**src/rtl/attack_controller_if.sv**
```systemverilog
// Player I/O bundle: raw buttons and collision inputs in, attack status and damage pulse out.
// Latency: none, wires only.
// Backpressure: none; the damage pulse is fire-and-forget toward the health stage.
interface attack_controller_if;
    logic       btn_punch;
    logic       btn_kick;
    logic       btn_block;
    logic       in_range;
    logic       opp_blocking;
    logic [1:0] attack_state;
    logic       busy;
    logic       damage_valid;
    logic [3:0] damage_amt;

    // Controller side
    modport slave (
        input  btn_punch, btn_kick, btn_block, in_range, opp_blocking,
        output attack_state, busy, damage_valid, damage_amt
    );

    // Stimulus / upstream side
    modport master (
        output btn_punch, btn_kick, btn_block, in_range, opp_blocking,
        input  attack_state, busy, damage_valid, damage_amt
    );
endinterface

```
**src/rtl/attack_controller.sv**
```systemverilog
// Per-player attack sequencer: sync buttons, run windup/active/recover on the game tick, pulse damage.
// Latency: buttons reach the FSM after 2 clk sync plus the next tick; damage pulse is 1 clk after the hit tick.
// Backpressure: none; presses outside IDLE are dropped. Optional CHIP_DAMAGE_EN adds chip damage on blocked hits.
module attack_controller #(
    parameter int unsigned WINDUP_TICKS  = 2,
    parameter int unsigned ACTIVE_TICKS  = 2,
    parameter int unsigned RECOVER_TICKS = 4,
    parameter int unsigned PUNCH_DMG     = 5,
    parameter int unsigned KICK_DMG      = 8
) (
    input  logic              clk,
    input  logic              reset,
    input  logic              tick,
    attack_controller_if.slave io
);

    localparam logic [3:0] WINDUP_LAST  = 4'(WINDUP_TICKS - 1);
    localparam logic [3:0] ACTIVE_LAST  = 4'(ACTIVE_TICKS - 1);
    localparam logic [3:0] RECOVER_LAST = 4'(RECOVER_TICKS - 1);
    localparam logic [3:0] PUNCH_AMT    = 4'(PUNCH_DMG);
    localparam logic [3:0] KICK_AMT     = 4'(KICK_DMG);

    localparam logic [1:0] ST_IDLE  = 2'b00;
    localparam logic [1:0] ST_PUNCH = 2'b01;
    localparam logic [1:0] ST_KICK  = 2'b10;
    localparam logic [1:0] ST_BLOCK = 2'b11;

    typedef enum logic [2:0] {
        IDLE,
        BLOCK,
        WINDUP,
        ACTIVE,
        RECOVER
    } fsm_t;

    fsm_t       state;
    logic [3:0] cnt;
    logic       hit_done;
    logic [1:0] kind;

    // Bit order {block, kick, punch}
    logic [2:0] sync1;
    logic [2:0] sync2;
    logic [2:0] prev;

    logic       blk_held;
    logic       kick_press;
    logic       punch_press;
    logic [3:0] base_dmg;

    assign blk_held    = sync2[2];
    assign kick_press  = sync2[1] & ~prev[1];
    assign punch_press = sync2[0] & ~prev[0];
    assign base_dmg    = (kind == ST_KICK) ? KICK_AMT : PUNCH_AMT;

`ifdef CHIP_DAMAGE_EN
    logic [3:0] chip_dmg;
    assign chip_dmg = base_dmg >> 2;
`endif

    // Two-flop synchroniser for the raw asynchronous buttons
    always_ff @(posedge clk or negedge reset) begin
        if (!reset) begin
            sync1 <= 3'b000;
            sync2 <= 3'b000;
        end else begin
            sync1 <= {io.btn_block, io.btn_kick, io.btn_punch};
            sync2 <= sync1;
        end
    end

    // Attack FSM with registered status outputs; everything but the pulse moves only on tick
    always_ff @(posedge clk or negedge reset) begin
        if (!reset) begin
            state           <= IDLE;
            cnt             <= 4'd0;
            hit_done        <= 1'b0;
            kind            <= ST_PUNCH;
            prev            <= 3'b000;
            io.attack_state <= ST_IDLE;
            io.busy         <= 1'b0;
            io.damage_valid <= 1'b0;
            io.damage_amt   <= 4'd0;
        end else begin
            io.damage_valid <= 1'b0;
            io.damage_amt   <= 4'd0;
            if (tick) begin
                prev <= sync2;
                case (state)
                    IDLE: begin
                        if (blk_held) begin
                            state           <= BLOCK;
                            io.attack_state <= ST_BLOCK;
                            io.busy         <= 1'b1;
                        end else if (kick_press || punch_press) begin
                            state           <= WINDUP;
                            cnt             <= 4'd0;
                            kind            <= kick_press ? ST_KICK : ST_PUNCH;
                            io.attack_state <= kick_press ? ST_KICK : ST_PUNCH;
                            io.busy         <= 1'b1;
                        end
                    end
                    BLOCK: begin
                        if (!blk_held) begin
                            state           <= IDLE;
                            io.attack_state <= ST_IDLE;
                            io.busy         <= 1'b0;
                        end
                    end
                    WINDUP: begin
                        if (cnt == WINDUP_LAST) begin
                            state    <= ACTIVE;
                            cnt      <= 4'd0;
                            hit_done <= 1'b0;
                        end else begin
                            cnt <= cnt + 4'd1;
                        end
                    end
                    ACTIVE: begin
                        // Only the first in-range tick of the window counts as the hit
                        if (io.in_range && !hit_done) begin
                            hit_done <= 1'b1;
                            if (!io.opp_blocking) begin
                                io.damage_valid <= 1'b1;
                                io.damage_amt   <= base_dmg;
                            end
`ifdef CHIP_DAMAGE_EN
                            else if (chip_dmg != 4'd0) begin
                                io.damage_valid <= 1'b1;
                                io.damage_amt   <= chip_dmg;
                            end
`endif
                        end
                        if (cnt == ACTIVE_LAST) begin
                            state <= RECOVER;
                            cnt   <= 4'd0;
                        end else begin
                            cnt <= cnt + 4'd1;
                        end
                    end
                    RECOVER: begin
                        if (cnt == RECOVER_LAST) begin
                            state           <= IDLE;
                            cnt             <= 4'd0;
                            io.attack_state <= ST_IDLE;
                            io.busy         <= 1'b0;
                        end else begin
                            cnt <= cnt + 4'd1;
                        end
                    end
                    default: begin
                        state           <= IDLE;
                        cnt             <= 4'd0;
                        io.attack_state <= ST_IDLE;
                        io.busy         <= 1'b0;
                    end
                endcase
            end
        end
    end

endmodule

```
**src/flat_wrapper.sv**
```systemverilog
// flat-port wrapper written by rule: the top's interface ports become plain ports
module attack_controller_flat 
#(
    parameter int unsigned WINDUP_TICKS  = 2,
    parameter int unsigned ACTIVE_TICKS  = 2,
    parameter int unsigned RECOVER_TICKS = 4,
    parameter int unsigned PUNCH_DMG     = 5,
    parameter int unsigned KICK_DMG      = 8
)
  (clk, reset, tick, io_btn_punch, io_btn_kick, io_btn_block, io_in_range, io_opp_blocking, io_attack_state, io_busy, io_damage_valid, io_damage_amt);
  attack_controller_if io_i ();
  input  logic clk;
  input  logic reset;
  input  logic tick;
  input wire logic [$bits(io_i.btn_punch)-1:0] io_btn_punch;
  input wire logic [$bits(io_i.btn_kick)-1:0] io_btn_kick;
  input wire logic [$bits(io_i.btn_block)-1:0] io_btn_block;
  input wire logic [$bits(io_i.in_range)-1:0] io_in_range;
  input wire logic [$bits(io_i.opp_blocking)-1:0] io_opp_blocking;
  output wire logic [$bits(io_i.attack_state)-1:0] io_attack_state;
  output wire logic [$bits(io_i.busy)-1:0] io_busy;
  output wire logic [$bits(io_i.damage_valid)-1:0] io_damage_valid;
  output wire logic [$bits(io_i.damage_amt)-1:0] io_damage_amt;
  assign io_i.btn_punch = io_btn_punch;
  assign io_i.btn_kick = io_btn_kick;
  assign io_i.btn_block = io_btn_block;
  assign io_i.in_range = io_in_range;
  assign io_i.opp_blocking = io_opp_blocking;
  assign io_attack_state = io_i.attack_state;
  assign io_busy = io_i.busy;
  assign io_damage_valid = io_i.damage_valid;
  assign io_damage_amt = io_i.damage_amt;
  attack_controller #(.WINDUP_TICKS(WINDUP_TICKS), .ACTIVE_TICKS(ACTIVE_TICKS), .RECOVER_TICKS(RECOVER_TICKS), .PUNCH_DMG(PUNCH_DMG), .KICK_DMG(KICK_DMG)) u_core (.clk(clk), .reset(reset), .tick(tick), .io(io_i));
endmodule
```
**config.mk**
```make
export PLATFORM = sky130hd
export DESIGN_NAME = attack_controller_flat
export DESIGN_NICKNAME = d
export VERILOG_FILES = /design/src/rtl/attack_controller_if.sv /design/src/rtl/attack_controller.sv /design/src/flat_wrapper.sv
export SDC_FILE = /design/constraint.sdc
export NUM_CORES = 1
export LEC_CHECK = 0
export BUFFER_PORTS_ARGS = -buffer_cell sky130_fd_sc_hd__buf_4
export CAP_MARGIN = 20
export CORE_ASPECT_RATIO = 1.25
export CORE_UTILIZATION = 50
export CTS_CLUSTER_SIZE = 12
export DETAILED_ROUTE_END_ITERATION = 16
export GPL_ROUTABILITY_DRIVEN = 0
export MAX_ROUTING_LAYER = met4
export PLACE_DENSITY = 0.78
export SKIP_LAST_GASP = 1
export SYNTH_ARGS = -nofsm -noshare
export SYNTH_HDL_FRONTEND = slang
export SYNTH_SLANG_ARGS = --single-unit
export TNS_END_PERCENT = 1
```
**constraint.sdc**
```tcl
create_clock -name clk -period 2.3 [get_ports clk]
set_input_delay 0.575 -clock clk [delete_from_list [all_inputs] [get_ports clk]]
set_output_delay 0.575 -clock clk [all_outputs]
set_load 0.1 [all_outputs]
```
==> impl.org, run 1 <==
** Status
- The flow ran to the end, and the final reports show no timing, DRC or antenna violations.

** Die
- 16 I/O pins were placed.
- FP Rows :: 18
- From left edge to right edge, the die measures approximately 44 um.
- Effective utilization at floorplan :: 54.4%
- Die outline area :: roughly 2400 sq um
- The die is between 50 and 60 um tall.
- The core region is around 2000 sq um.

** Detailed routing
- The routed design uses 845 um of met2 wire.
- The first TritonRoute pass finished after 6 iterations.
- Detailed routing placed a total of approximately 48 um of wire on met3.
- For this block, wires on met1 add up to roughly 820 um.
- Dividing the detail-routed via count by the number of cells gives between 5 and 6.
- Summing over every cut layer, the via total after detailed routing is about 750.
- DRC violation count after routing :: 0
- The count of nets left with antenna violations once routing finished came out at 0.
- The final layout contains routed wiring with a total length of 1.73 mm.
- The first routing iteration left 18 violations.
- Highest signal layer in the routed design :: met4
- In the final routed layout, each cell accounts on average for 13.4 um.

** Critical path
- Setup slack on the worst reg-to-reg path comes out at approximately 350 ps.
- STA classifies the critical path startpoint as a register.
- Measured in cells, the most critical reg-to-reg path has a length of 5.
- Along the worst path, the maximum fanout reaches 4.
- The worst register-to-register path begins at u_core.cnt[0].
- In this run the critical register-to-register path is captured at u_core.state[0].
- The critical path is of the register to register type.
- Data arrives at the worst endpoint at between 2000 and 2500 ps.
- Worst Setup End Kind :: register
- For the worst setup path, the data required time is ~2500 ps.

** Logic synthesis
- The most common cell in the synthesized netlist is dfrtp_1.
- The Yosys step of the flow raised 0 warnings.
- Yosys top cell area share :: between 50% and 60%
- A synthesized cell averages about 12 sq um.
- Synthesized netlist net count :: 105
- The synthesized design contains 0 enable-type register cells.
- Sorting the synthesized cells by area gives the leading types as dfrtp_1, mux2i_1, o21a_1.
- Number of instances in the synthesized netlist :: 95
- Sequential fraction of the synthesis area :: between 50% and 60%
- The cell area that synthesis handed to floorplanning was 1100 sq um.
- Library cell occupying the most area in the post-synthesis netlist :: dfrtp_1
- FF+latch count, synth :: 24
- Synthesis instantiated approximately 40 different standard cells from the library.
- For this run, asynchronously set or reset flops after synthesis account for 100%.
- Cell types with the highest counts after synthesis :: dfrtp_1, inv_1, nor2_1
- Among all flip-flop cells after synthesis, the most frequent one is dfrtp_1.

** Timing
- The smallest clock period supported by the final layout is computed as approximately 2000 ps.
- In the final timing run, aggregate negative setup slack is 0 ps.
- On the final layout, the worst clock skew is around 2.7 ps.
- The max-slew violation count came to 0.
- Setup violations remaining at the end of the flow were counted as 0.
- Setup repair after global routing left no endpoint under its margin.
- The final critical path takes up 84.9% of the cycle.
- The hold violation total from the final report came to 0.
- Based on the critical path, the design can be clocked at up to 512 MHz.

** Layout
- Of the cells placed in the final design, the portion with a size suffix greater than 1 is approximately a quarter.
- Layout Area Growth over Synthesis :: 14.4%
- Net total in the final layout :: 120
- Once layout is complete, the utilization of the core stands at ~62%.
- The number of antenna diodes in the final layout is 0.

** Clocking
- The clock passes through at most 2 buffers.
- Total setup buffers inserted after CTS :: 0
- Sink count of the clock tree :: 24
- Buffers inserted to repair hold after CTS numbered 0.
- At the later pin of the worst-skew pair, clock insertion delay measures roughly 310 ps.
- Gates resized during post-CTS repair numbered 0.
- The root buffer cell chosen for the clock tree is clkbuf_4.
- TritonCTS built the clock tree.
- Number of CTS-inserted buffers :: 3
- Clock-pin slew was measured on the worst setup and hold paths at around 130 ps.
- In this run the number of H-tree levels came out at 1.

** Min path
- Type of the worst min-delay path :: input port to asynchronous set/reset pin

** Power
- Total power density per cell area :: roughly 1300 nW/um^2
- Leakage Power :: 0.579 nW
- Peak supply drop :: 618 uV

** Global route
- Entering global routing, the biggest net connects 25 pins.
- The total overflow left after global routing is 0.
- The first global-routing pass estimated approximately 2.8 mm of wire.
- Gr usage total :: between 15 and 20%
- Number of global-route vias before repair :: around 660
- The number of antenna violations at the first check in global routing came to 0.

** Placement
- HPWL after detailed placement :: between 1 and 1.5 mm
- Port Buffer Count :: 14

** Job
- Max-capacitance violation count :: 0
-- layout make-up --
class,instances,area (sq um)
clock inverter,1,30.0
inverter,6,22.5
tap,20,25.0
sequential,24,602
timing repair buffer,14,105
multi-input combinational,61,454
fill,171,766
clock buffer,3,22.5
-- where the power goes --
part / switching (mW) / internal [mW]
Combinational: 0.442 / 0.253
Clock: 0.126 / 0.176
Sequential: 0.0991 / 0.524
Total: 0.668 / 0.953
-- through the flow --
step	power (mW)	area (sq um)	hold WS (ps)	cells	setup slack, ps
after floorplan	1.19	1100	279	95	401
after global placement	1.31	1210	332	125	444
after detailed placement	1.33	1210	338	125	374
after CTS	1.63	1260	135	129	357
after global routing	1.72	1260	136	129	278
final	1.62	1260	128	129	347
-- kinds of logic after synthesis --
family | share of synthesized area (%)
compound gates | 13.9
flops | 54.6
other cells | 0.340
fa+ha+maj | 2.27
simple gates | 16.7
mux | 8.06
buf+inv | 4.20
-- layer usage --
metal / GRT usage (%) / vias to the layer above
met1: 19.7 / 370
met4: 7.58 / 0
met5: - / -
met2: 28.9 / 12
li1: - / 368
met3: 2.97 / 2
-- sequential cells by signal (all words and copies together) (netlist names), 2 cells and up --
signal,cells
u_core.prev,2
u_core.sync1,3
u_core.kind,2
u_core.io.damage_amt,2
u_core.io.attack_state,2
u_core.state,3
u_core.sync2,3
u_core.cnt,4
-- worst max-delay path: stages (launching register included) --
cell     delay, ps
dfrtp_1        430
ha_1           220
or3b_4         410
a32oi_2        260
and3_4         250
mux2_4         290
-- placed cells by master (no fill, tap or decap), drive strengths merged, types with 2 or more instances in the layout --
master | netlist | final
and3 | 2 | 2
o21a | 4 | 4
o221ai | 2 | 2
clkbuf | 1 | 3
mux2 | 4 | 4
nand4 | 2 | 2
nand2 | 3 | 3
o2bb2ai | 2 | 2
inv | 6 | 6
mux2i | 4 | 4
or2 | 2 | 2
or3b | 2 | 2
buf | 3 | 14
a21oi | 2 | 2
nor2 | 6 | 6
nand2b | 4 | 4
dfrtp | 23 | 23
ha | 2 | 2
o21ai | 3 | 3
nand3 | 3 | 3
-- worst max-delay path by stage --
stage                            start  cells past startpoint  slack [ps]               end
2_1_floorplan  u_core.io.damage_amt[2]                      1         400  io_damage_amt[2]
6_report                 u_core.cnt[0]                      5         350   u_core.state[0]
3_3_place_gp             u_core.cnt[0]                      5         440   u_core.state[0]
4_1_cts                  u_core.cnt[0]                      5         360   u_core.state[0]
3_5_place_dp             u_core.cnt[0]                      5         370   u_core.state[0]
5_1_grt                  u_core.cnt[0]                      5         280   u_core.state[0]
No activity file was read; power rests on OpenSTA's default activity.
==> inputs of run 2 (changes only) <==
==> constraint.sdc (replaced) <==
create_clock -name clk -period 1.8 [get_ports clk]
set_input_delay 0.45 -clock clk [delete_from_list [all_inputs] [get_ports clk]]
set_output_delay 0.45 -clock clk [all_outputs]
set_load 0.1 [all_outputs]
==> impl.org, run 2 (synthesis gave the netlist of run 1 again) <==
** Layout
- Commonest non-fill, non-tap cell in the layout :: dfrtp_1 (unchanged)
- The top register by number of flip-flops is u_core.cnt (unchanged).
- The area added between synthesis and finish was 19.2% (was 14.4%).
- Most frequent cells in the layout :: dfrtp_1, buf_4, nor2_1 (was dfrtp_1, buf_4, inv_1, nor2_1)
- Diode insertion count for antenna repair :: 0 (unchanged)
- Non-Filler Cell Area, Final :: 1310 sq um (was 1260 sq um)
- Fraction of layout instances using a drive strength above 1 :: 32.2% (was 24.8%)
- Final Core Density :: 64.8% (was 62.2%)
- Net total in the final layout :: 126 (was 120)
- Largest register FFs :: 4 (unchanged)

** Detailed routing
- Drt via density :: 5.95 (was 5.83)
- DRC violation count after routing :: 1 (was 0)
- The number of vias after detailed routing came to 803 (was 752).
- The number of detailed-routing iterations run before antenna repair is 12 (was 6).
- The routed wire length was 2.00 mm (was 1.73 mm).
- Post-route antenna net violation count :: 0 (unchanged)
- The detailed router's first-iteration violation count came to 23 (was 18).
- Per-cell routed wire length :: 14.8 um (was 13.4 um)

** Timing
- Fraction of the cycle the final worst path needs :: 103% (was 84.9%)
- Count of endpoints failing setup in the final report :: 2 (was 0)
- The timing-limited maximum frequency came to 540 MHz (was 512 MHz).
- For the pin with the worst max-slew slack, the measured transition is 597 ps.
- The worst-case hold slack was 4.26 ps (was 128 ps).
- Unrepaired setup endpoints after global routing: true (was false).
- Measured against its own limit, the worst slew margin works out to 59.9%.
- Hold violation total from the final report :: 0 (unchanged)
- Setup skew after layout :: 4.84 ps (was 2.69 ps)
- Final-report max-slew violation count :: 0 (unchanged)
- Setup WS post-layout :: -51.6 ps (was 347 ps)
- The post-layout minimum cycle time is 1850 ps (was 1950 ps).

** Clocking
- CTS tree :: done (unchanged)
- Sink count of the clock tree :: 24 (unchanged)
- The number of hold buffers added after cts was 0 (unchanged).
- Number of H-tree levels :: 1 (unchanged)
- Maximum clock path buffer count :: 2 (unchanged)
- The worst-skew pair later-pin latency is 310 ps (about the same).
- The number of buffers created by CTS was 3 (unchanged).
- Clock-pin slew on the worst setup and hold paths :: 130 ps (about the same)
- Clock Root Buffer :: clkbuf_4 (unchanged)

** Power
- Leakage Power :: 0.609 nW (was 0.579 nW)
- Total power density per cell area :: 1660 nW/um^2 (was 1290 nW/um^2)
- Peak supply drop :: 893 uV (was 618 uV)
- Switching share of total power :: 40.7% (was 41.2%)
- Internal :: 1.29 mW (was 0.953 mW)
- The power share of the sequential group came to 36.4% (was 38.5%).
- Net Switching :: 0.885 mW (was 0.668 mW)
- The combinational share of power was 45.9% (was 42.9%).
- The clock group share of total power is 17.7% (was 18.7%).

** Global route
- Number of antenna violations at the first check in global routing :: 0 (unchanged)
- The residual overflow from global routing was 0 (unchanged).
- Global-route wire length before repair :: 3.25 mm (was 2.77 mm)
- The total global-route track usage came to 19.3% (was 17.0%).
- The via count of the first global-routing pass was 801 (was 657).
- Maximum number of pins on one net before global-route repair :: 25 (unchanged)

** Die
- Die Width :: 44.0 um (unchanged)
- The number of top-level design ports was 16 (unchanged).
- Core Box Area :: 2030 sq um (unchanged)
- FP Rows :: 18 (unchanged)
- Die outline area :: 2400 sq um (unchanged)
- The overall die height came to 54.5 um (unchanged).
- The effective utilization at floorplan was 54.4% (unchanged).

** Critical path
- The data required time at the worst endpoint is 2020 ps (was 2510 ps).
- Worst Setup End Kind :: register (unchanged)
- The launching element type of the critical path was a register (unchanged).
- Crit Path Max Fanout :: 3 (was 4)
- The critical path arrival was 2070 ps (was 2170 ps).
- The worst setup path category is register to register (unchanged).

** Placement
- Port Buffer Count :: 14 (unchanged)
- Placed instance area :: 1250 sq um (was 1210 sq um)
- The detailed-placement wirelength estimate is 1.47 mm (was 1.28 mm).

** Min path
- The type of the tightest min-delay check is input port to asynchronous set/reset pin (unchanged).

** Status
- Result of the run :: finished with violations (was completed)
- Violations in the final reports :: DRC, setup timing

** Job
- The max-capacitance violation count was 0 (unchanged).
-- run 2: changes by cell type in the layout (fill, tap and decap cells not counted) --
cell    before  now
buf_4       14   20
or3b_1       1    0
ha_2         0    2
inv_1        6    5
ha_1         2    0
or3b_4       1    2
inv_2        0    1
-- run 2: worst max-delay path: stages (launching register included) --
cell	delay, ps
dfrtp_1	430
inv_2	70
ha_2	170
or3b_4	380
a32oi_2	200
and3_4	220
mux2_4	290
-- run 2: worst paths after layout --
check                                      from                       to  slack (ps)  cells after the start
worst max-delay path              u_core.cnt[1]          u_core.state[0]         -50                      6
worst min-delay path                      reset  u_core.io.damage_amt[2]           4                      1
worst max register to register    u_core.cnt[1]          u_core.state[0]         -50                      6
worst min register to register  u_core.sync1[2]          u_core.sync2[2]         360                      0
max in group asynchronous                 reset           u_core.kind[0]        1520                      1
min in group clk                    io_btn_kick          u_core.sync1[1]         230                      1
-- run 2: repair_timing --
action	in CTS	in global routing
cloned	0	0
buffers inserted	0	1
resized for setup	0	4
endpoints found under the setup margin	1	8
pin swaps	0	3
-- run 2: layer usage --
metal	global-route usage, %	wire length, um	part of all wire [%]
met5	-	0	0
met4	9.60	45	2.2
met3	2.64	98	4.9
met2	37.1	1050	52
met1	19.1	812	41
-- run 2: stage by stage --
step / worst slack [ps] / total power [mW] / instances / TNS (ps)
4_1_cts: -34.6 / 2.17 / 134 / -34.6
5_1_grt: -144 / 2.29 / 135 / -463
3_5_place_dp: -6.19 / 1.78 / 130 / -6.19
2_1_floorplan: 13.6 / 1.52 / 95 / 0
3_3_place_gp: 53.9 / 1.74 / 130 / 0
6_report: -51.6 / 2.18 / 135 / -60.2
-- run 2: final cells by class --
cell class | instances | area (sq um)
inverters | 6 | 22.5
flip-flops and latches | 24 | 602
clock inverters | 1 | 30.0
multi-input cells | 61 | 462
fillers | 169 | 713
clock buffers | 3 | 22.5
repair buffers | 20 | 150
well taps | 20 | 25.0
-- run 2: power groups by stage --
stage / combinational, mW / sequential [mW] / clock, mW
final: 0.998 / 0.792 / 0.385
after global routing: 1.08 / 0.808 / 0.409
after CTS: 0.990 / 0.786 / 0.390
after detailed placement: 0.987 / 0.796 / 0
after global placement: 0.952 / 0.784 / 0
after floorplan: 0.508 / 1.01 / 0
==> inputs of run 3 (changes only) <==
--- a/config.mk
+++ b/config.mk
@@ -5,6 +5,7 @@
 export SDC_FILE = /design/constraint.sdc
 export NUM_CORES = 1
 export LEC_CHECK = 0
+export ABC_AREA = 1
 export BUFFER_PORTS_ARGS = -buffer_cell sky130_fd_sc_hd__buf_4
 export CAP_MARGIN = 20
 export CORE_ASPECT_RATIO = 1.25
@@ -13,7 +14,7 @@
 export DETAILED_ROUTE_END_ITERATION = 16
 export GPL_ROUTABILITY_DRIVEN = 0
 export MAX_ROUTING_LAYER = met4
-export PLACE_DENSITY = 0.78
+export PLACE_DENSITY = 0.77
 export SKIP_LAST_GASP = 1
 export SYNTH_ARGS = -nofsm -noshare
 export SYNTH_HDL_FRONTEND = slang
==> impl.org, run 3 <==
** Detailed routing
- Per-cell routed wire length :: 11.5 um (was 14.8 um)
- DRC violation count after routing :: 0 (was 1)
- The detailed-route vias per instance came to 5.04 (was 5.95).
- The routed wire length came to 2.21 mm (was 2.00 mm).
- The number of detailed-routing iterations run before antenna repair was 4 (was 12).
- Post-route antenna net violation count :: 0 (unchanged)
- Via count :: 967 (was 803)
- Drt first-iter violations :: 17 (was 23)

** Power
- The standby leakage power came to 0.790 nW (was 0.609 nW).
- Total power density per cell area :: 1560 nW/um^2 (was 1660 nW/um^2)
- The worst IR drop on VDD was 937 uV (was 893 uV).

** Global route
- The wire length of the first global-routing pass was 3.91 mm (was 3.25 mm).
- Most utilized layer in the global route result :: met2 (unchanged)
- Met3 global-route usage :: 2.80% (was 2.64%)
- The routing usage on met2 was 34.7% (was 37.1%).
- The via count of the first global-routing pass was 958 (was 801).
- The largest net degree at the start of global routing came to 25 (unchanged).
- Gr usage total :: 20.8% (was 19.3%)
- The residual overflow from global routing was 0 (unchanged).
- Met1 Use GR :: 23.2% (was 19.1%)
- Number of antenna violations at the first check in global routing :: 0 (unchanged)

** Logic synthesis
- The share of the synthesized area in the top cell type was 45.9% (was 52.2%).
- Cells taking the most area after synthesis :: dfrtp_1, nand2_1, nand3_1 (was dfrtp_1, mux2i_1, o21a_1)
- Number of distinct library cell variants in the gate-level netlist after synthesis :: 26 (was 41)
- The total nets after synthesis is 155 (was 105).
- The number of enable flip-flop cells after synthesis was 0 (unchanged).
- Post-synth top flop :: dfrtp_1 (unchanged)
- Cell types with the highest counts after synthesis: nand2_1, dfrtp_1, inv_1 (was dfrtp_1, inv_1, nor2_1).
- Synthesized cell area :: 1250 sq um (was 1100 sq um)
- Number of warnings issued by yosys :: 0 (unchanged)
- The cell with the most instances after synthesis was nand2_1 (was dfrtp_1).
- Library cell occupying the most area in the post-synthesis netlist :: dfrtp_1 (unchanged)
- Sequential fraction of the synthesis area :: 48.0% (was 54.6%)
- The post-synthesis instance total is 145 (was 95).
- FF+latch count, synth :: 24 (unchanged)
- Avg Cell Area, Syn :: 8.65 sq um (was 11.6 sq um)
- The share of flip-flops with an asynchronous set or reset is 100% (unchanged).

** Timing
- Unrepaired setup endpoints after global routing: false (was true).
- The maximum clock skew at final layout is 8.23 ps (was 4.84 ps).
- Count of endpoints failing setup in the final report :: 0 (was 2)
- Hold violation total from the final report :: 0 (unchanged)
- Final-report max-slew violation count :: 0 (unchanged)
- The final period utilization came to 80.4% (was 103%).
- Final total negative setup slack :: 0 ps (was -60.2 ps)
- Max Fclk :: 691 MHz (was 540 MHz)
- The post-layout minimum cycle time was 1450 ps (was 1850 ps).

** Clocking
- Number of gates resized after cts :: 0 (unchanged)
- Clock-pin slew on the worst setup and hold paths :: 130 ps (about the same)
- The number of buffers created by CTS came to 3 (unchanged).
- Clk_lat worst skew :: 320 ps (was 310 ps)
- The CTS tree is done (unchanged).
- Clock Root Buffer :: clkbuf_4 (unchanged)
- The sink count of the clock tree was 24 (unchanged).
- The number of buffers between clock root and the deepest sink is 2 (unchanged).
- The maximum level of the CTS H-tree is 1 (unchanged).

** Critical path
- The launching element type of the critical path is a register (unchanged).
- The library cell contributing the largest single delay on the critical path is dfrtp_1 (unchanged).
- The data required time at the worst endpoint is 1350 ps (was 2020 ps).
- The buffer and inverter count on the worst path was 1 (unchanged).
- Critical path origin :: u_core.io.attack_state[0] (was u_core.cnt[1])
- Delay of the slowest critical-path stage :: 380 ps (was 430 ps)
- Worst path arrival time :: 1000 ps (was 2070 ps)
- Critical register-to-register path startpoint :: u_core.cnt[0] (was u_core.cnt[1])
- Minimum setup slack among reg-to-reg paths :: 420 ps (was -50 ps)
- Crit Path Max Fanout :: 2 (was 3)
- Worst Setup End Kind :: output port (was register)
- The worst setup path category is register to output port (was register to register).
- Capture instance of the worst register-to-register path :: u_core.state[1] (was u_core.state[0])
- Cells on worst reg2reg path :: 6 (unchanged)
- CP Cell Sequence: buf_4 (was inv_2 > ha_2 > or3b_4 > a32oi_2 > and3_4 > mux2_4).
- The kind of cell adding the most delay to the critical path is flip-flops (was simple AND/OR/NAND/NOR gates).

** Die
- The number of top-level design ports was 16 (unchanged).
- Die Width :: 46.8 um (was 44.0 um)
- Effective utilization at floorplan :: 55.0% (was 54.4%)
- Core Box Area :: 2280 sq um (was 2030 sq um)
- FP Rows :: 19 (was 18)
- Die extent in y :: 58.0 um (was 54.5 um)
- Die outline area :: 2720 sq um (was 2400 sq um)

** Min path
- Along the worst hold path, the cell count comes to 1.
- Destination of the worst hold path :: u_core.sync1[1]
- In this run the most critical hold path is launched from io_btn_kick.
- Type of the worst min-delay path :: input port to register (was input port to asynchronous set/reset pin)

** Layout
- Multi-input logic area :: 529 sq um (was 462 sq um)
- The top register by number of flip-flops was u_core.cnt (unchanged).
- Net total in the final layout :: 172 (was 126)
- Sequential standard cell area :: 602 sq um (unchanged)
- The number of antenna diodes is 0 (unchanged).
- Fraction of layout instances using a drive strength above 1 :: 26.7% (was 32.2%)
- The number of flip-flops under the largest register name was 4 (unchanged).
- The filler cell count came to 198 (was 169).
- Commonest non-fill, non-tap cell in the layout :: nand2_1 (was dfrtp_1)
- Finished Layout Cells :: 192 (was 135)
- Most frequent cells in the layout: nand2_1, dfrtp_1, inv_1 (was dfrtp_1, buf_4, nor2_1).
- The area added between synthesis and finish is 14.9% (was 19.2%).

** Placement
- The instance count after placement with tap cells included came to 187 (was 130).
- The number of buffers added on ports came to 14 (unchanged).
- The detailed-placement wirelength estimate is 1.75 mm (was 1.47 mm).

** Status
- Result of the run: completed (was finished with violations).

** Job
- The max-capacitance violation count was 0 (unchanged).
## run 3: cell types whose count changed after synthesis, moves of 3 or more
cell / delta
inv_1: +10
inv_2: +7
mux2i_1: -4
nand2_1: +36
nand2_2: +3
nand2b_1: -4
nand3_1: +9
nand3_2: +3
nand4_1: +3
nor2_1: -4
nor2_2: +3
nor2_4: +4
o21a_1: -4
o21bai_1: +3
## run 3: metrics by stage
stage / hold WS (ps) / instance area [sq um] / setup WS (ps) / utilization [%] / power, mW
2_1_floorplan: 154 / 1250 / 26.0 / - / 1.65
3_3_place_gp: 332 / 1380 / 525 / 60.4 / 1.83
3_5_place_dp: 336 / 1380 / 448 / 60.4 / 1.87
4_1_cts: 223 / 1440 / 347 / 63.2 / 2.27
5_1_grt: 191 / 1440 / 297 / 63.2 / 2.42
6_report: 231 / 1440 / 353 / 63.2 / 2.25
## run 3: repair_timing
| item | 4_1_cts | 5_1_grt |
|---|---|---|
| hold buffers | 1 | 0 |
| buffers inserted | 0 | 0 |
| endpoints found under the hold margin | 10 | 0 |
## run 3: layer usage
layer | vias to the layer above | wire [um]
li1 | 484 | -
met1 | 446 | 879
met2 | 30 | 1180
met3 | 7 | 83
met4 | 0 | 61
met5 | - | 0
## run 3: worst max-delay path by stage
stage | to | slack (ps) | cells past startpoint
after floorplan | io_damage_amt[2] | 30 | 1
after global placement | u_core.state[1] | 520 | 6
after detailed placement | u_core.state[1] | 450 | 6
after CTS | io_attack_state[0] | 350 | 1
after global routing | io_attack_state[0] | 300 | 1
final | io_attack_state[0] | 350 | 1
## run 3: cell type report
cell class | count | share of cell area (%)
clock buffer | 3 | 1.56
clock inverter | 1 | 2.08
inverter | 24 | 7.20
multi-input combinational | 94 | 36.7
sequential | 24 | 41.8
tap | 31 | 2.69
timing repair buffer | 15 | 7.99
## run 3: kinds of logic after synthesis
logic type / after synthesis / synth area share [%]
compound gates: 14 / 7.28
xor+xnor: 2 / 1.40
fa+ha+maj: 2 / 1.99
buf+inv: 27 / 9.87
flops: 24 / 48.0
other cells: 1 / 0.299
simple gates: 75 / 31.2
## run 3: power breakdown
part | leakage (nW) | internal (mW) | switching [mW]
Clock | 0.0279 | 0.225 | 0.164
Sequential | 0.305 | 0.666 | 0.111
Combinational | 0.458 | 0.313 | 0.775
Total | 0.790 | 1.20 | 1.05
